`src/rtl/i2c_slave_bus_controller.sv`:
```
// I2C slave bus sequencer: synchronises SCL/SDA, detects START/STOP, matches the
// address, generates ACK/NACK and gates the data-in / data-out blocks.
module i2c_slave_bus_controller #(
  parameter logic [6:0] SLAVE_ADDR = 7'h42,
  parameter int         NUM_BYTES  = 6,
  parameter int         BYTE_CNT_W = 4
) (
  input  logic                  FPGA_clk,
  input  logic                  rst,
  input  logic                  SCL_raw,
  input  logic                  SDA_raw,
  output logic                  SCL,
  output logic                  SCL_prev,
  output logic                  SDA,
  output logic                  SDA_prev,
  output logic                  sda_pull_low,
  output logic                  rx_enable,
  output logic                  tx_enable,
  output logic [BYTE_CNT_W-1:0] byte_count,
  output logic                  busy,
  output logic                  frame_done,
  output logic                  overflow
);

  localparam logic [BYTE_CNT_W-1:0] L_MAX_BYTES = BYTE_CNT_W'(NUM_BYTES);
  localparam logic [BYTE_CNT_W-1:0] L_ONE       = BYTE_CNT_W'(1);

  typedef enum logic [2:0] {
    IDLE,
    ADDR,
    ADDR_ACK,
    DATA_RX,
    DATA_ACK,
    READ,
    WAIT_STOP
  } state_t;

  logic r_sclMeta, r_sclSync, r_sclPrev;
  logic r_sdaMeta, r_sdaSync, r_sdaPrev;

  state_t                r_state;
  logic [7:0]            r_shift;
  logic [2:0]            r_bitCnt;
  logic                  r_phaseDone;
  logic                  r_rw;
  logic                  r_pullLow;
  logic                  r_rxEnable;
  logic                  r_txEnable;
  logic [BYTE_CNT_W-1:0] r_byteCount;
  logic                  r_busy;
  logic                  r_frameDone;
  logic                  r_overflow;

  logic w_sclRise, w_sclFall, w_start, w_stop;

  // Two-flop synchronisers plus one history flop; reset to the idle-bus level.
  always_ff @(posedge FPGA_clk or negedge rst) begin
    if (!rst) begin
      r_sclMeta <= 1'b1;
      r_sclSync <= 1'b1;
      r_sclPrev <= 1'b1;
      r_sdaMeta <= 1'b1;
      r_sdaSync <= 1'b1;
      r_sdaPrev <= 1'b1;
    end else begin
      r_sclMeta <= SCL_raw;
      r_sclSync <= r_sclMeta;
      r_sclPrev <= r_sclSync;
      r_sdaMeta <= SDA_raw;
      r_sdaSync <= r_sdaMeta;
      r_sdaPrev <= r_sdaSync;
    end
  end

  assign w_sclRise = r_sclSync & ~r_sclPrev;
  assign w_sclFall = ~r_sclSync & r_sclPrev;
  assign w_start   = r_sclSync & r_sclPrev & r_sdaPrev & ~r_sdaSync;
  assign w_stop    = r_sclSync & r_sclPrev & ~r_sdaPrev & r_sdaSync;

  // r_phaseDone marks that the 8th (collect states) or 9th (ACK states) rise has
  // been seen, so the following fall closes the phase.
  always_ff @(posedge FPGA_clk or negedge rst) begin
    if (!rst) begin
      r_state     <= IDLE;
      r_shift     <= 8'h00;
      r_bitCnt    <= 3'd0;
      r_phaseDone <= 1'b0;
      r_rw        <= 1'b0;
      r_pullLow   <= 1'b0;
      r_rxEnable  <= 1'b0;
      r_txEnable  <= 1'b0;
      r_byteCount <= '0;
      r_busy      <= 1'b0;
      r_frameDone <= 1'b0;
      r_overflow  <= 1'b0;
    end else begin
      r_frameDone <= 1'b0;
      r_overflow  <= 1'b0;
      if (w_start) begin
        r_state     <= ADDR;
        r_bitCnt    <= 3'd0;
        r_phaseDone <= 1'b0;
        r_byteCount <= '0;
        r_busy      <= 1'b1;
        r_pullLow   <= 1'b0;
        r_rxEnable  <= 1'b0;
        r_txEnable  <= 1'b0;
      end else if (w_stop) begin
        r_state     <= IDLE;
        r_busy      <= 1'b0;
        r_pullLow   <= 1'b0;
        r_rxEnable  <= 1'b0;
        r_txEnable  <= 1'b0;
        r_phaseDone <= 1'b0;
        if (!r_rw && (r_byteCount != '0)) begin
          r_frameDone <= 1'b1;
        end
      end else begin
        case (r_state)
          ADDR, DATA_RX: begin
            if (w_sclRise) begin
              r_shift  <= {r_shift[6:0], r_sdaSync};
              r_bitCnt <= r_bitCnt + 3'd1;
              if (r_bitCnt == 3'd7) begin
                r_phaseDone <= 1'b1;
              end
            end else if (w_sclFall && r_phaseDone) begin
              r_phaseDone <= 1'b0;
              if (r_state == ADDR) begin
                r_rw <= r_shift[0];
                if (r_shift[7:1] == SLAVE_ADDR) begin
                  r_state   <= ADDR_ACK;
                  r_pullLow <= 1'b1;
                end else begin
                  r_state   <= WAIT_STOP;
                  r_pullLow <= 1'b0;
                end
              end else if (r_byteCount < L_MAX_BYTES) begin
                r_state     <= DATA_ACK;
                r_pullLow   <= 1'b1;
                r_byteCount <= r_byteCount + L_ONE;
              end else begin
                r_state    <= WAIT_STOP;
                r_pullLow  <= 1'b0;
                r_rxEnable <= 1'b0;
                r_overflow <= 1'b1;
              end
            end
          end
          ADDR_ACK, DATA_ACK: begin
            if (w_sclRise) begin
              r_phaseDone <= 1'b1;
            end else if (w_sclFall && r_phaseDone) begin
              r_phaseDone <= 1'b0;
              r_pullLow   <= 1'b0;
              r_bitCnt    <= 3'd0;
              if (r_state == DATA_ACK || !r_rw) begin
                r_state    <= DATA_RX;
                r_rxEnable <= 1'b1;
              end else begin
                r_state    <= READ;
                r_txEnable <= 1'b1;
              end
            end
          end
          default: begin
            r_pullLow <= 1'b0;
          end
        endcase
      end
    end
  end

  assign SCL          = r_sclSync;
  assign SCL_prev     = r_sclPrev;
  assign SDA          = r_sdaSync;
  assign SDA_prev     = r_sdaPrev;
  assign sda_pull_low = r_pullLow;
  assign rx_enable    = r_rxEnable;
  assign tx_enable    = r_txEnable;
  assign byte_count   = r_byteCount;
  assign busy         = r_busy;
  assign frame_done   = r_frameDone;
  assign overflow     = r_overflow;

endmodule

```
`config.mk`:
```
export PLATFORM = sky130hd
export DESIGN_NAME = i2c_slave_bus_controller
export DESIGN_NICKNAME = d
export VERILOG_FILES = /design/src/rtl/i2c_slave_bus_controller.sv
export SDC_FILE = /design/constraint.sdc
export NUM_CORES = 1
export LEC_CHECK = 0
export CORE_MARGIN = 8
export CORE_UTILIZATION = 49
export DETAILED_ROUTE_END_ITERATION = 8
export GPL_ROUTABILITY_DRIVEN = 0
export PLACE_DENSITY = 0.72
export SETUP_SLACK_MARGIN = 0.4
export SLEW_MARGIN = 20
export SYNTH_ARGS = -nofsm -noshare
export SYNTH_HDL_FRONTEND = slang
export SYNTH_SLANG_ARGS = --single-unit
```
`constraint.sdc`:
```
create_clock -name FPGA_clk -period 1.61 [get_ports FPGA_clk]
set_input_delay 0.161 -clock FPGA_clk [delete_from_list [all_inputs] [get_ports FPGA_clk]]
set_output_delay 0.161 -clock FPGA_clk [all_outputs]
set_load 0.005 [all_outputs]
```
==> results of run 1 <==
==> report_power, final <==
part	switching, mW	internal, mW
Clock	0.261	0.215
Sequential	0.161	0.944
Combinational	0.470	0.516
Total	0.892	1.68
==> cell usage in the layout, fill, tap and decap left out, types with 3 or more instances in the layout <==
master,netlist,layout
clkdlybuf4s50_1,0,3
dlygate4sd2_1,0,10
clkbuf_4,0,5
ha_1,4,4
mux2i_1,3,3
dfrtp_1,26,25
buf_4,0,17
mux2_4,0,10
dfstp_2,6,6
nand2_1,5,3
a21oi_1,7,5
a22o_1,3,3
inv_1,4,4
nor2_1,8,7
nand4_1,3,3
buf_6,0,20
==> synth_stat cells <==
cell / instances / share of area, %
and2b_1: 1 / 0.51
ha_1: 4 / 3.4
nand3b_1: 1 / 0.51
clkbuf_1: 3 / 0.76
nor2_1: 8 / 2.0
nor2b_1: 1 / 0.42
a21oi_2: 1 / 0.59
nand2b_1: 3 / 1.3
or3_1: 1 / 0.42
dfrtp_1: 26 / 44
nand3_1: 3 / 1.0
mux2_2: 2 / 1.5
nor4b_1: 1 / 0.59
mux2i_1: 3 / 2.0
mux2_1: 8 / 6.1
a31oi_1: 1 / 0.42
a211o_1: 1 / 0.59
xor2_1: 1 / 0.59
a211oi_1: 3 / 1.5
o21ai_0: 2 / 0.68
a21oi_1: 7 / 2.4
dfstp_2: 6 / 11
a221oi_1: 2 / 1.2
o21ai_1: 1 / 0.34
nand4_1: 3 / 1.3
a22o_1: 3 / 1.8
nand4b_1: 1 / 0.59
buf_2: 4 / 1.4
and3b_1: 1 / 0.59
o31a_1: 1 / 0.59
xnor2_1: 2 / 1.2
and4bb_2: 1 / 0.85
inv_1: 4 / 1.0
o22a_1: 1 / 0.59
nand2_1: 5 / 1.3
a41oi_1: 1 / 0.59
nor3b_1: 1 / 0.51
and4b_1: 3 / 2.0
nor4bb_1: 1 / 0.68
a21o_1: 2 / 1.0
and3_1: 1 / 0.42
==> what timing repair did <==
action | 4_1_cts | 5_1_grt
gates resized for setup | 54 | 18
hold buffers | 0 | 0
buffers inserted | 20 | 1
endpoints found under the setup margin | 40 | 30
pin swaps | 21 | 10
==> flip-flops by register name, indices dropped and copies added, names as in the netlist <==
| signal | flops |
|---|---|
| rx_enable | 1 |
| frame_done | 1 |
| busy | 1 |
| SDA_prev | 1 |
| SCL | 1 |
| overflow | 1 |
| r_rw | 1 |
| r_state | 3 |
| sda_pull_low | 1 |
| r_shift | 8 |
| SDA | 1 |
| r_sclMeta | 1 |
| r_sdaMeta | 1 |
| r_bitCnt | 3 |
| byte_count | 4 |
| SCL_prev | 1 |
| tx_enable | 1 |
| r_phaseDone | 1 |
==> how the worst min path moves through the flow <==
| stage | slack (ps) | endpoint | from | depth (start not counted) |
|---|---|---|---|---|
| finish | 220 | r_state[1] | rst | 2 |
| global route | 220 | r_sdaMeta | SDA_raw | 1 |
| CTS | 220 | r_sdaMeta | SDA_raw | 1 |
| detailed placement | 350 | SDA | r_sdaMeta | 0 |
| global placement | 350 | SCL | r_sclMeta | 0 |
| floorplan | -130 | busy | rst | 0 |
==> logic make-up (layout without fill, tap and decap cells) <==
family / Yosys count / after routing
DFF: 32 / 32
muxes: 13 / 13
and+or+nand+nor: 36 / 36
AOI/OAI and AO/OA: 26 / 26
adders and majority gates: 4 / 4
buffers and inverters: 11 / 63
xor gates and xnor gates: 3 / 3
==> metrics by stage <==
stage	setup WS, ps	instance area [um2]	hold slack, ps	power (mW)	utilization (%)
2_1_floorplan	86.2	1540	-135	1.54	-
3_3_place_gp	56.5	1800	346	1.76	61.1
3_5_place_dp	11.9	1800	349	1.80	61.1
4_1_cts	48.8	2140	221	2.47	72.3
5_1_grt	-35.3	2210	220	2.69	75.0
6_report	10.7	2210	218	2.57	75.0
==> layout make-up <==
| cell class | count | area (um2) |
|---|---|---|
| well taps | 33 | 41.3 |
| multi-input cells | 82 | 806 |
| fillers | 190 | 739 |
| clock buffers | 8 | 58.8 |
| repair buffers | 51 | 483 |
| inverters | 4 | 15.0 |
| flip-flops and latches | 32 | 810 |
==> routing by layer <==
layer  up-vias  global-route usage (%)  part of all wire, %
met1       609                    18.8                   42
met3         9                    4.52                  4.0
li1        557                       -                    -
met2        29                    26.0                   52
met5         -                       0                    0
met4         0                    8.78                  2.4
==> results.rst, run 1 <==
.. list-table::
   :header-rows: 1

   * - Metric
     - Value
   * - Cell at the root of the clock tree
     - clkbuf_4
   * - All-layer global routing usage
     - ~16%
   * - Clock latency on the worst-skew pair
     - around 330 ps
   * - Max Clock Freq
     - 625 MHz
   * - Drt first pass iters
     - 4
   * - Global-route wire length before repair
     - between 6 and 7 mm
   * - End point of the critical path
     - r_phaseDone
   * - Die Span X
     - just over 70 um
   * - Multiplexer share of the synthesized area
     - under 10%
   * - Hold/Removal Path Class
     - in2async
   * - Number of routed nets with antenna violations
     - 0
   * - Total vias in the final route
     - around 1200
   * - CP cell instances
     - and4bb_4, nand2b_4, and4b_1, a211o_1
   * - Worst Path Class, Setup
     - reg2reg
   * - Mapped cell area
     - between 1000 and 1500 um2
   * - Mean instance size in the synthesized netlist
     - around 12 um2
   * - Height of the chip
     - 70.9 um
   * - Synthesized net count
     - ~130
   * - Placeable Area
     - between 2000 and 3000 um2
   * - Category of the worst setup path capture point
     - register
   * - Slowest cell delay on critical path
     - roughly 630 ps
   * - Post-synthesis share of cell area spent on xor and xnor gates
     - about 1.8%
   * - Crit path max-delay family
     - flip-flops
   * - Post-Synth Adder-Cell Area
     - 3.39%
   * - Final clock period utilization by the worst path
     - between 90% and 100%
   * - Antenna violations before repair
     - 0
   * - Overall die area
     - a little over 5000 um2
   * - RSZ-0062 raised after global routing
     - yes
   * - Area share of and/or/nand/nor cells after synthesis
     - 15.0%
   * - Routed wire length
     - roughly 3.9 mm
   * - Buf/Inv on CP
     - 0
   * - Area Overhead vs Synth
     - 49.9%
   * - Number of CTS-inserted buffers
     - 5
   * - Sequential-to-total area share from yosys stat
     - about 55%
   * - Power density cells
     - approximately 1200 nW/um2
   * - DRC errors left
     - 0
   * - Wire per inst
     - about 19 um
   * - Post-layout min period
     - around 1600 ps
   * - Crit Reg-Reg Endpoint
     - r_phaseDone
   * - Flop2flop setup slack
     - about 11 ps
   * - Cell row count
     - 20
   * - Unique cell type count in the Yosys netlist
     - a little over 40
   * - Starting Density
     - approximately 50%
   * - H-tree level count
     - 2
   * - Fraction of final layout cells with drive strength greater than 1
     - 48.6%
   * - Critical R2R Launch
     - SCL
   * - Number of global-route vias before repair
     - approximately 1300
   * - Cell count along the critical path
     - 4
   * - Outcome
     - finished clean
   * - Number of nets in the final layout
     - 184
   * - Transition at the pin with the smallest max-transition slack
     - roughly 400 ps
   * - Arr. time, crit path
     - 1820 ps
   * - Antenna cell count
     - 0
   * - Average via count per standard cell
     - around 5.7
   * - IO Count
     - 18
   * - Count of buffers inserted at the top-level ports
     - 17
   * - Final number of hold-violating endpoints
     - 0
   * - Critical path startpoint category
     - register
   * - Largest driver fanout on the critical path
     - 5
   * - Post-Route Setup TNS
     - 0 ps
   * - Total instance count after detailed placement
     - between 150 and 200
   * - Overflow left after global routing
     - 0
   * - Pin count of the biggest net entering global routing
     - 33
   * - Number of DRC markers after the initial detailed-route iteration
     - a little over 60
   * - Placed wire-length estimate after detailed placement
     - 2.28 mm
   * - Final Skew
     - 11.8 ps
   * - Clock tree from TritonCTS
     - yes
   * - Post-CTS clock slew at the launch and capture registers of the worst setup and hold paths
     - ~100 ps
   * - Final setup violation count
     - 0
   * - Synth Area in Compound Gates
     - about an eighth
   * - Combinational family with the most area after synthesis
     - simple AND/OR/NAND/NOR gates
   * - Number of cells on the worst reg-to-reg path
     - 4
   * - Endpoint required time on the critical path
     - about 1800 ps
   * - Number of slew-limit violations in the final report
     - 0
   * - Finished Layout Cells
     - 210
   * - Yosys warning total
     - 0
   * - Highest ir drop seen on vdd
     - ~0.71 mV
   * - Leakage component of the power
     - ~1.1 nW
   * - Gate Count Post-Synth
     - between 100 and 150
   * - Worst relative slew slack
     - between 70 and 80%
   * - Maximum capacitance violations
     - 0
   * - Count of clock tree sinks
     - 32
   * - Launch point of the critical path
     - SCL
   * - Flip-flop and latch count after synthesis
     - 32
   * - Buffers from clock root to sink, at most
     - 2
   * - Slowest stage cell on the critical path
     - dfstp_2
Note: power is estimated with default switching activity, not from simulation.
==> run 2: changes to the inputs <==
--- a/config.mk
+++ b/config.mk
@@ -7,6 +7,7 @@
 export LEC_CHECK = 0
 export CORE_MARGIN = 8
 export CORE_UTILIZATION = 49
+export CTS_CLUSTER_DIAMETER = 80
 export DETAILED_ROUTE_END_ITERATION = 8
 export GPL_ROUTABILITY_DRIVEN = 0
 export PLACE_DENSITY = 0.72
==> results of run 2 <==
No change in the layout: final DEF, timing and power equal those of run 1.
==> run 3: changes to the inputs <==
--- a/config.mk
+++ b/config.mk
@@ -6,11 +6,11 @@
 export NUM_CORES = 1
 export LEC_CHECK = 0
 export CORE_MARGIN = 8
-export CORE_UTILIZATION = 49
+export CORE_UTILIZATION = 51
+export CTS_BUF_LIST = sky130_fd_sc_hd__clkbuf_4 sky130_fd_sc_hd__clkbuf_8
 export CTS_CLUSTER_DIAMETER = 80
 export DETAILED_ROUTE_END_ITERATION = 8
-export GPL_ROUTABILITY_DRIVEN = 0
-export PLACE_DENSITY = 0.72
+export PLACE_DENSITY = 0.75
 export SETUP_SLACK_MARGIN = 0.4
 export SLEW_MARGIN = 20
 export SYNTH_ARGS = -nofsm -noshare
==> results.rst, run 3 (synthesized netlist as in run 1, its figures left out) <==
.. list-table::
   :header-rows: 1

   * - Metric
     - Value
   * - Outcome
     - finished with violations
   * - Violated checks
     - setup timing
   * - Critical R2R Launch
     - SCL_prev
   * - Largest driver fanout on the critical path
     - 5
   * - Arr. time, crit path
     - approximately 2000 ps
   * - Cell row count
     - 19
   * - Post-layout util
     - between 70% and 80%
   * - Final number of hold-violating endpoints
     - 0
   * - Number of global-route vias before repair
     - approximately 1200
   * - Most common cell after layout, fill and taps aside
     - buf_4
   * - Number of DRC markers after the initial detailed-route iteration
     - 91
   * - Overflow left after global routing
     - 0
   * - Worst relative slew slack
     - between 70% and 80%
   * - Buffers from clock root to sink, at most
     - 2
   * - Clock tree from TritonCTS
     - yes
   * - Total vias in the final route
     - 1214
   * - Number of flip-flops under the largest register name
     - 8
   * - Antenna violations before repair
     - 0
   * - All-layer global routing usage
     - ~15%
   * - Overall die area
     - just under 5000 um2
   * - DRC errors left
     - 0
   * - H-tree level count
     - 2
   * - Power density cells
     - around 1200 nW/um2
   * - Flop2flop setup slack
     - -60 ps
   * - Post-layout min period
     - approximately 1700 ps
   * - Worst Path Class, Setup
     - reg2reg
   * - Final setup violation count
     - 1
   * - Crit Reg-Reg Endpoint
     - byte_count[2]
   * - Cell at the root of the clock tree
     - clkbuf_4
   * - Category of the worst setup path capture point
     - register
   * - Number of nets in the final layout
     - about 190
   * - Leakage component of the power
     - between 1 and 1.5 nW
   * - Hold/Removal Path Class
     - in2async
   * - WHS
     - approximately 210 ps
   * - Area Overhead vs Synth
     - 45.0%
   * - Placeable Area
     - around 2800 um2
   * - Average via count per standard cell
     - 5.78
   * - Pin count of the biggest net entering global routing
     - 33
   * - Fraction of final layout cells with drive strength greater than 1
     - 46.4%
   * - Biggest register
     - r_shift
   * - Total instance count after detailed placement
     - ~180
   * - Transition at the pin with the smallest max-transition slack
     - roughly 400 ps
   * - Number of routed nets with antenna violations
     - 0
   * - Final setup slack of the worst path
     - -62.0 ps
   * - Clock latency on the worst-skew pair
     - roughly 340 ps
   * - Starting Density
     - 53.5%
   * - Routed wire length
     - roughly 3.7 mm
   * - GPL Wtd Cong
     - about 0.86
   * - Endpoint required time on the critical path
     - ~1900 ps
   * - Max Clock Freq
     - approximately 600 MHz
   * - Drt first pass iters
     - 4
   * - Height of the chip
     - around 70 um
   * - Finished Layout Cells
     - 210
   * - Number of cells on the worst reg-to-reg path
     - 5
   * - Placed wire-length estimate after detailed placement
     - 2.22 mm
   * - Global-route wire length before repair
     - 5.93 mm
   * - Highest-count cells in the layout ignoring fill and taps
     - buf_4, dfrtp_1, mux2_4, dlygate4sd2_1, buf_6
   * - Number of CTS-inserted buffers
     - 5
   * - IO Count
     - 18
   * - Launch point of the critical path
     - SCL_prev
   * - Final Skew
     - 9.69 ps
   * - Maximum capacitance violations
     - 0
   * - Critical path startpoint category
     - register
   * - Post-CTS clock slew at the launch and capture registers of the worst setup and hold paths
     - 100 ps
   * - Count of buffers inserted at the top-level ports
     - 17
   * - Wire per inst
     - around 18 um
   * - RSZ-0062 raised after global routing
     - yes
   * - Antenna cell count
     - 0
   * - Number of slew-limit violations in the final report
     - 0
   * - Final clock period utilization by the worst path
     - 104%
   * - Count of clock tree sinks
     - 32
   * - Die Span X
     - 69.8 um
   * - Highest ir drop seen on vdd
     - 1.35 mV
## run 3: metrics by stage
step	power (mW)	setup TNS, ps	cell area (um2)	setup slack, ps
floorplan	1.54	0	1540	86.2
detailed placement	1.83	0	1810	37.8
global placement	1.79	0	1810	80.3
global route	2.67	-187	2140	-103
CTS	2.44	0	2050	54.3
finish	2.52	-62.0	2140	-62.0
## run 3: worst max-delay path, stage by stage, from the launching register on
cell      delay (ps)
dfstp_2          560
nor4bb_2         240
buf_4            190
nand4_1          130
or3_1            360
a21oi_2          130
## run 3: where the power goes
group	internal [mW]	switching, mW	total (mW)
Combinational	0.504	0.445	0.949
Clock	0.208	0.279	0.487
Sequential	0.944	0.136	1.08
## run 3: how the worst max path moves through the flow
stage / end / slack [ps] / depth (start not counted)
after floorplan: r_rw / 90 / 5
after global placement: r_phaseDone / 80 / 4
after detailed placement: r_phaseDone / 40 / 4
after CTS: r_bitCnt[0] / 50 / 4
after global routing: byte_count[2] / -100 / 5
final: byte_count[2] / -60 / 5
## run 3: final cells by class
cell class,instances,area [um2]
Inverter,4,15.0
Timing Repair Buffer,53,459
Sequential cell,32,810
Clock inverter,2,10.0
Multi-Input combinational cell,82,757
Tap cell,31,38.8
Fill cell,172,617
Clock buffer,6,51.3
## run 3: what timing repair did
| action | CTS | global route |
|---|---|---|
| resized for setup | 39 | 16 |
| setup endpoints to repair | 40 | 30 |
| pin swaps | 19 | 4 |
| hold buffers | 0 | 0 |
| buffers inserted | 17 | 6 |
## run 3: routing by layer
| metal | track usage [%] | routed length, um | up-vias |
|---|---|---|---|
| met3 | 6.87 | 205 | 6 |
| met5 | 0 | 0 | - |
| li1 | - | - | 563 |
| met4 | 4.69 | 46 | 0 |
| met2 | 21.5 | 1810 | 44 |
| met1 | 19.3 | 1680 | 601 |
